==> src/rtl/mem_port_arbiter.sv <==
`default_nettype none
// ============================================================================
//  Module      : mem_port_arbiter
//  Description : Shares a single memory port between instruction fetch and
//                data accesses. Data has priority, one transaction in flight,
//                with a timeout abort.
//  Revision    : 1.0  initial release
// ============================================================================
module mem_port_arbiter #(
    parameter int DATA_WIDTH     = 32,
    parameter int TIMEOUT_CYCLES = 255
) (
    input  logic                  clk,
    input  logic                  rst,
    input  logic                  i_fetch_req,
    input  logic [DATA_WIDTH-1:0] i_pc_IF,
    output logic [DATA_WIDTH-1:0] o_instr_ID,
    output logic                  o_instr_valid,
    input  logic                  i_data_req,
    input  logic                  i_mem_write_M,
    input  logic [DATA_WIDTH-1:0] i_data_addr_M,
    input  logic [DATA_WIDTH-1:0] i_write_data_M,
    output logic [DATA_WIDTH-1:0] o_read_data_M,
    output logic                  o_data_valid,
    output logic                  o_stall,
    output logic                  o_mem_req,
    output logic                  o_mem_we,
    output logic [DATA_WIDTH-1:0] o_mem_addr,
    output logic [DATA_WIDTH-1:0] o_mem_wdata,
    input  logic [DATA_WIDTH-1:0] i_mem_rdata,
    input  logic                  i_mem_ack,
    output logic                  o_bus_err
);

    localparam logic [1:0] c_st_idle  = 2'd0;
    localparam logic [1:0] c_st_data  = 2'd1;
    localparam logic [1:0] c_st_fetch = 2'd2;

    // Counter value seen on the last busy cycle before an abort.
    localparam logic [7:0] c_wait_last = 8'(TIMEOUT_CYCLES - 1);

    logic [1:0] r_state;
    logic [7:0] r_wait_cnt;

    logic w_data_pending;
    logic w_fetch_pending;
    logic w_busy;
    logic w_timeout;

    // A request whose valid is showing this cycle has just been served and
    // must not be granted again.
    assign w_data_pending  = i_data_req & ~o_data_valid;
    assign w_fetch_pending = i_fetch_req & ~o_instr_valid;
    assign o_stall         = w_fetch_pending | w_data_pending;

    assign w_busy    = (r_state == c_st_data) || (r_state == c_st_fetch);
    assign w_timeout = w_busy & ~i_mem_ack & (r_wait_cnt == c_wait_last);

    always_ff @(posedge clk or posedge rst) begin
        if (rst) begin
            r_state       <= c_st_idle;
            r_wait_cnt    <= 8'd0;
            o_mem_req     <= 1'b0;
            o_mem_we      <= 1'b0;
            o_mem_addr    <= '0;
            o_mem_wdata   <= '0;
            o_instr_ID    <= '0;
            o_read_data_M <= '0;
            o_instr_valid <= 1'b0;
            o_data_valid  <= 1'b0;
            o_bus_err     <= 1'b0;
        end else begin
            o_instr_valid <= 1'b0;
            o_data_valid  <= 1'b0;
            case (r_state)
                c_st_idle: begin
                    if (w_data_pending) begin
                        r_state     <= c_st_data;
                        r_wait_cnt  <= 8'd0;
                        o_mem_req   <= 1'b1;
                        o_mem_we    <= i_mem_write_M;
                        o_mem_addr  <= i_data_addr_M;
                        o_mem_wdata <= i_write_data_M;
                    end else if (w_fetch_pending) begin
                        r_state     <= c_st_fetch;
                        r_wait_cnt  <= 8'd0;
                        o_mem_req   <= 1'b1;
                        o_mem_we    <= 1'b0;
                        o_mem_addr  <= i_pc_IF;
                        o_mem_wdata <= '0;
                    end
                end
                c_st_data, c_st_fetch: begin
                    if (i_mem_ack || w_timeout) begin
                        // An abort completes the access with zero data.
                        r_state   <= c_st_idle;
                        o_mem_req <= 1'b0;
                        if (r_state == c_st_data) begin
                            o_read_data_M <= i_mem_ack ? i_mem_rdata : '0;
                            o_data_valid  <= 1'b1;
                        end else begin
                            o_instr_ID    <= i_mem_ack ? i_mem_rdata : '0;
                            o_instr_valid <= 1'b1;
                        end
                        if (!i_mem_ack) begin
                            o_bus_err <= 1'b1;
                        end
                    end else begin
                        r_wait_cnt <= r_wait_cnt + 8'd1;
                    end
                end
                default: begin
                    r_state   <= c_st_idle;
                    o_mem_req <= 1'b0;
                end
            endcase
        end
    end

endmodule
`default_nettype wire

==> config.mk <==
export PLATFORM = sky130hd
export DESIGN_NAME = mem_port_arbiter
export DESIGN_NICKNAME = d
export VERILOG_FILES = /design/src/rtl/mem_port_arbiter.sv
export SDC_FILE = /design/constraint.sdc
export NUM_CORES = 1
export LEC_CHECK = 0
export CORE_AREA = 2 2 165 127
export DETAILED_ROUTE_END_ITERATION = 16
export DIE_AREA = 0 0 167 129
export PLACE_DENSITY = 0.66
export SYNTH_ARGS = -nofsm -noshare
export SYNTH_HDL_FRONTEND = slang
export SYNTH_SLANG_ARGS = --single-unit
==> constraint.sdc <==
create_clock -name clk -period 5.17 [get_ports clk]
set_clock_uncertainty 0.15 [all_clocks]
set_input_delay 0.7755 -clock clk [delete_from_list [all_inputs] [get_ports clk]]
set_output_delay 0.7755 -clock clk [all_outputs]
set_load 0.01 [all_outputs]
==> summary.md, run 1 <==
| Metric | Value |
|---|---|
| Status | finished clean |
| Layout net count | 850 |
| Share of total power in combinational logic | 0.448 |
| Clock Sinks | 143 |
| Worst-case reg-to-reg path depth | 6 |
| CP Launch Type | primary input |
| Clk_lat worst skew | 410 ps |
| Fmax | 0.299 GHz |
| Root Buffer Master | clkbuf_16 |
| RSZ-0062 raised after global routing | no |
| Flops & latches, synth | 143 |
| FF-to-FF End | r_wait_cnt[6] |
| Leakage Power | ~4.0 nW |
| CTS resizes | 0 |
| R2r setup slk | 2840 ps |
| WHS Path Cells | 1 |
| Top cells by area, synth | dfrtp_1 63%, a22o_1 15%, mux2i_1 5.6% |
| Synth Cell Area | 5680 µm² |
| PwrDens | just over 600 nW/µm² |
| Crit Path Category | in -> out |
| Final Setup Violations | 0 |
| Asr flop ratio synth | 1.00 |
| Finished Core Util | 0.463 |
| PortBufs | 267 |
| Yosys top cell by area | dfrtp_1 |
| Sequential power share | 0.337 |
| Clock buffer depth | 2 |
| Fin crit period | 3340 ps |
| Max-cap violations | 0 |
| Die Wd | 167 µm |
| 1st-iter DRT viols | just over 200 |
| Num CTS Buffers | 17 |
| Overflow after GRT | 0 |
| Cell total after placement | 951 |
| Final Hold Vio Count | 0 |
| Hold_buf cts | 0 |
| CTS tree | done |
| Via Count | about 4,600 |
| Largest net degree at the start of global routing | 70 |
| H-tree level count | 4 |
| Slew HR | 0.588 |
| Synthesized Nets | between 500 and 600 |
| Net Switching | 1.93 mW |
| Sequential area share after synthesis | 0.630 |
| Post-synthesis instance total | ~450 |
| Crit path max fanout | 36 |
| Synth Flop Type | dfrtp_1 |
| Final Routed Wirelength | 17.0 mm |
| Row count | 45 |
| Int Power | 3.78 mW |
| Clock power frac | 0.215 |
| Fin cells | approximately 1,000 |
| Core area | between 15,000 and 20,000 µm² |
| Post-CTS Setup Bufs | 0 |
| Final instance area | between 9000 and 10,000 µm² |
| GRT Resource Usage Total | 0.162 |
| Origin of the critical flop-to-flop path | r_state[0] |
| Fin crit share | 0.647 |
| Synth-to-layout area growth | 62.1% |
| Reg clk slew, reported paths | roughly 60 ps |
| WL/cell | between 15 and 20 µm |
| DIE AREA | 21,500 µm² |
| CP Data Required Time | 4240 ps |
| Total negative slack | 0 ps |
| DR vias/cell | 4.72 |
| Crit path arrival time | 2420 ps |
| Count leader, synth | dfrtp_1 |
| Chip Height | about 130 µm |
| Commonest cells post-synth | 143 x dfrtp_1, 97 x a22o_1, 41 x nand2_1, 36 x o21ai_0, 32 x mux2i_1 |
| Gpl congestion | 0.756 |
| Final Max Slew Viols | 0 |
| N_diodes | 0 |
| Crit. End Element | output port |
| Number of remaining DRC errors | 0 |
| Final ANT Viol Nets | 0 |
| Synth cell types | 36 |
| TritonRoute pass-1 iters | 4 |
| Fraction of layout cells with a size suffix above 1 | 0.0691 |
| Hold/Removal Path Class | reg -> reg |
| Yosys top cell area share | 0.630 |
| First-pass GRT wire length | 27.4 mm |
| Initial antenna violation count | 1 |
| Sw Ratio | 0.338 |
| Max IR drop VDD | ~0.29 mV |
| Initial Util | 0.286 |
| Worst Hold End | o_bus_err |
| Slew of the pin with the lowest slew margin | 617 ps |
| HP Start | o_bus_err |
| Ports | 268 |
| DP Wirelength | 11.9 mm |
| Synth warn | 0 |
| Number of flops mapped to enable cells by yosys | 0 |
| Placed standard-cell area | around 8600 µm² |
| Avg Cell Area, Syn | ~13 µm² |
| Number of global-route vias before repair | 4,966 |
-- critical path: stages --
cell and delay (ps):
clkdlybuf4s50_1 430, nand2b_2 70, buf_4 470, nand2_1 130, clkdlybuf4s50_1 510
-- cell type report --
class | instances | area, µm²
clock buffer | 18 | 439
multi-input combinational | 263 | 1920
inverter | 10 | 42.5
tap | 258 | 323
timing repair buffer | 277 | 2750
clock inverter | 13 | 154
fill | 1881 | 10700
sequential | 143 | 3580
-- worst max path at each step --
| stage | startpoint | end | slack [ps] | depth (start not counted) |
|---|---|---|---|---|
| CTS | i_data_req | o_stall | 1810 | 5 |
| global placement | i_data_req | o_stall | 1800 | 5 |
| finish | i_data_req | o_stall | 1830 | 5 |
| floorplan | rst | o_bus_err | 410 | 1 |
| detailed placement | i_data_req | o_stall | 1810 | 5 |
| global route | i_data_req | o_stall | 1710 | 5 |
-- metal layers --
layer	routed length [µm]	global-route usage	share of wire
met1	7690	0.214	0.45
met2	7420	0.240	0.44
met3	1700	0.0720	0.10
met4	203	0.0456	0.012
met5	12	0	0.00070
-- registers in the layout, summed over array words and instances (netlist names) --
signal and count:
o_bus_err 1, o_data_valid 1, o_instr_ID 32, o_instr_valid 1, o_mem_addr 32, o_mem_req 1
o_mem_wdata 32, o_mem_we 1, o_read_data_M 32, r_state 2, r_wait_cnt 8
-- cells in the final DEF (no fill, tap or decap), drive strengths merged, types with 2 or more instances in the layout --
master	netlist	routed
clkinv	0	2
bufinv	0	2
nor2	5	5
ha	4	4
nand2	41	41
o21ai	37	37
inv	10	15
o211ai	4	4
nor3	3	3
a22o	97	97
mux2i	32	32
clkdlybuf4s50	0	267
and3	2	2
buf	16	10
nand3	6	6
a21oi	5	5
or3	3	3
clkinvlp	0	4
clkbuf	17	18
o311ai	2	2
a211o	2	2
dfrtp	143	143
or4	3	3
nor2b	3	3
nand2b	4	4
a31o	2	2
-- cells by family (layout without fill, tap and decap cells) --
kind of cell / after synthesis / after routing / synth area share
compound gates: 153 / 153 / 0.207
flops: 143 / 143 / 0.630
fa+ha+maj: 4 / 4 / 0.00881
simple gates: 73 / 73 / 0.0608
buf+inv: 43 / 318 / 0.0348
mux: 33 / 33 / 0.0584
-- power by group through the flow --
stage / combinational, mW / clock (mW) / sequential, mW
CTS: 2.59 / 1.27 / 1.93
global placement: 2.56 / 0 / 1.93
global route: 2.77 / 1.32 / 1.99
detailed placement: 2.59 / 0 / 1.92
finish: 2.56 / 1.23 / 1.92
floorplan: 0.973 / 0 / 2.14
-- stage by stage --
| stage | setup WS, ps | power (mW) | hold slack [ps] |
|---|---|---|---|
| finish | 1830 | 5.71 | 322 |
| global route | 1710 | 6.08 | 337 |
| CTS | 1810 | 5.78 | 332 |
| detailed placement | 1810 | 4.51 | 318 |
| global placement | 1800 | 4.49 | 313 |
| floorplan | 407 | 3.11 | 327 |
Power figures use the tool's default switching activity.
==> run 2, diff against run 1 <==
==> constraint.sdc (replaced) <==
create_clock -name clk -period 3.3 [get_ports clk]
set_clock_uncertainty 0.15 [all_clocks]
set_input_delay 0.495 -clock clk [delete_from_list [all_inputs] [get_ports clk]]
set_output_delay 0.495 -clock clk [all_outputs]
set_load 0.01 [all_outputs]
==> run 2 against run 1 <==
Register-to-register slack lost 1800 ps; cell count did not move; sequential cell count stayed put; clock power up 62%; combinational power up 56%; first-iteration DRC count up 42%; hold slack improved by 6.4 ps; sequential share of layout area shrank 0.15 points; clock-buffer cell count rose by 2; core utilization increased by 0.18 points; via count shrank 1.4%.
==> summary.md, run 2 (synthesized netlist as in run 1, its figures left out) <==
| Metric | Value |
|---|---|
| WL/cell | 16.7 µm (was 17.3 µm) |
| Chip Height | 129 µm (unchanged) |
| Final Max Slew Viols | 0 (unchanged) |
| Fmax | 0.424 GHz |
| Crit path arrival time | 1710 ps (was 2420 ps) |
| PnR Total Power | 9.00 mW (was 5.71 mW) |
| First-pass GRT wire length | 25.8 mm (was 27.4 mm) |
| N_diodes | 0 (unchanged) |
| Placed standard-cell area | 8630 µm² (was 8610 µm²) |
| Clock buffer depth | 2 (unchanged) |
| Final instance area | 9240 µm² (was 9210 µm²) |
| GRT Resource Usage Total | 0.152 (was 0.162) |
| Gpl congestion | 0.764 (was 0.756) |
| Initial antenna violation count | 1 (unchanged) |
| Overflow after GRT | 0 (unchanged) |
| Fillers | 1,827 (was 1,881) |
| RSZ-0062 raised after global routing | no (unchanged) |
| Row count | 45 (unchanged) |
| Share of total power in combinational logic | 0.444 (was 0.448) |
| H-tree level count | 4 (unchanged) |
| Num CTS Buffers | 17 (unchanged) |
| Hold_buf cts | 0 (unchanged) |
| Post-CTS Setup Bufs | 0 (unchanged) |
| Setup ws final | 940 ps (was 1830 ps) |
| Via Count | 4,572 (was 4,637) |
| Net Switching | 2.98 mW (was 1.93 mW) |
| Max-cap violations | 0 (unchanged) |
| Status | finished clean (unchanged) |
| Synth-to-layout area growth | 62.7% (was 62.1%) |
| DIE AREA | 21,500 µm² (unchanged) |
| Final ANT Viol Nets | 0 (unchanged) |
| Most common cell after layout, fill and taps aside | clkdlybuf4s50_1 (unchanged) |
| Crit Path Category | in -> out (unchanged) |
| Ports | 268 (unchanged) |
| Sw Ratio | 0.331 (was 0.338) |
| Reg clk slew, reported paths | 60 ps (about the same) |
| Number of remaining DRC errors | 0 (unchanged) |
| Hold/Removal Path Class | reg -> reg (unchanged) |
| Sequential power share | 0.335 (was 0.337) |
| DP Worst Slack | 937 ps (was 1810 ps) |
| PwrDens | 974 nW/µm² (was 620 nW/µm²) |
| CP Launch Type | primary input (unchanged) |
| Final Setup Violations | 0 (unchanged) |
| Clk_lat worst skew | 410 ps (about the same) |
| Fin crit period | roughly 2400 ps |
| Leakage Power | 4.02 nW (was 4.00 nW) |
| Final Routed Wirelength | 16.4 mm (was 17.0 mm) |
| CTS resizes | 0 (unchanged) |
| Fin crit share | 0.715 |
| CTS tree | done (unchanged) |
| DP Wirelength | 11.1 mm (was 11.9 mm) |
| Int Power | 6.02 mW (was 3.78 mW) |
| DR vias/cell | 4.66 (was 4.72) |
| Slew HR | 0.585 (was 0.588) |
| Initial Util | 0.286 (unchanged) |
| 1st-iter DRT viols | 293 (was 206) |
| Clock Sinks | 143 (unchanged) |
| Crit. End Element | output port (unchanged) |
| PortBufs | 267 (unchanged) |
| Die Wd | 167 µm (unchanged) |
| Root Buffer Master | clkbuf_16 (unchanged) |
| Fraction of layout cells with a size suffix above 1 | 0.0677 (was 0.0691) |
| Crit path max fanout | 5 (was 36) |
| Layout net count | 849 (was 850) |
| Slew of the pin with the lowest slew margin | 623 ps (was 617 ps) |
| Total negative slack | 0 ps (unchanged) |
| Max IR drop VDD | 0.450 mV (was 0.291 mV) |
| CP Data Required Time | 2650 ps (was 4240 ps) |
| Largest net degree at the start of global routing | 98 (was 70) |
| Most frequent cells in the layout | 267 x clkdlybuf4s50_1, 143 x dfrtp_1, 97 x a22o_1 (unchanged) |
| Core area | 19,900 µm² (unchanged) |
| Final Hold Vio Count | 0 (unchanged) |
| Clock power frac | 0.221 (was 0.215) |
| Number of global-route vias before repair | 4,660 (was 4,966) |
| TritonRoute pass-1 iters | 4 (unchanged) |
==> run 2: cell types whose count changed in the layout (fill, tap and decap cells not counted), moves of 2 or more <==
| cell | previous run | this run |
|---|---|---|
| clkinv_2 | 0 | 3 |
| buf_4 | 10 | 7 |
| inv_6 | 5 | 3 |
| buf_12 | 0 | 2 |
==> run 2: layout make-up <==
cell class / instances / area (µm²) / area share
Sequential cell: 143 / 3580 / 0.387
Timing Repair Buffer: 276 / 2770 / 0.299
Clock buffer: 20 / 457 / 0.0494
Inverter: 10 / 41.3 / 0.00447
Clock inverter: 12 / 155 / 0.0168
Tap cell: 258 / 323 / 0.0349
Multi-Input combinational cell: 263 / 1920 / 0.208
==> run 2: worst max-delay path: stages <==
cell             delay [ps]
clkdlybuf4s50_1         490
nand2b_2                110
nand2_1                 100
clkdlybuf4s50_1         530
==> run 2: through the flow <==
step           cells  hold WS, ps   util
2_1_floorplan    449          327      -
3_3_place_gp     950          314  0.434
3_5_place_dp     950          321  0.434
4_1_cts          982          334  0.465
5_1_grt          982          353  0.465
6_report         982          329  0.465
==> run 2: per-layer routing <==
| layer | track usage | wire length [µm] |
|---|---|---|
| met1 | 0.203 | 7510 |
| met2 | 0.222 | 6870 |
| met3 | 0.0720 | 1800 |
| met4 | 0.0426 | 176 |
| met5 | 0 | 13 |
==> run 2: power groups by stage <==
| stage | Sequential, mW | Combinational [mW] | Clock [mW] |
|---|---|---|---|
| floorplan | 3.35 | 1.52 | 0 |
| global placement | 3.02 | 4.00 | 0 |
| detailed placement | 3.01 | 4.06 | 0 |
| CTS | 3.02 | 4.06 | 2.05 |
| global route | 3.12 | 4.32 | 2.13 |
| finish | 3.02 | 3.99 | 1.99 |
==> run 2: final timing paths <==
| check | from | endpoint | slack, ps | cells past startpoint |
|---|---|---|---|---|
| min in group asynchronous | rst | o_instr_ID[18] | 390 | 3 |
| hold / removal | o_mem_addr[1] | o_mem_addr[1] | 330 | 2 |
| setup / recovery | i_data_req | o_stall | 940 | 4 |
| setup reg to reg | r_state[0] | r_wait_cnt[6] | 1000 | 6 |
| max in group asynchronous | rst | o_mem_addr[13] | 2070 | 3 |
| hold reg to reg | o_mem_addr[1] | o_mem_addr[1] | 330 | 2 |
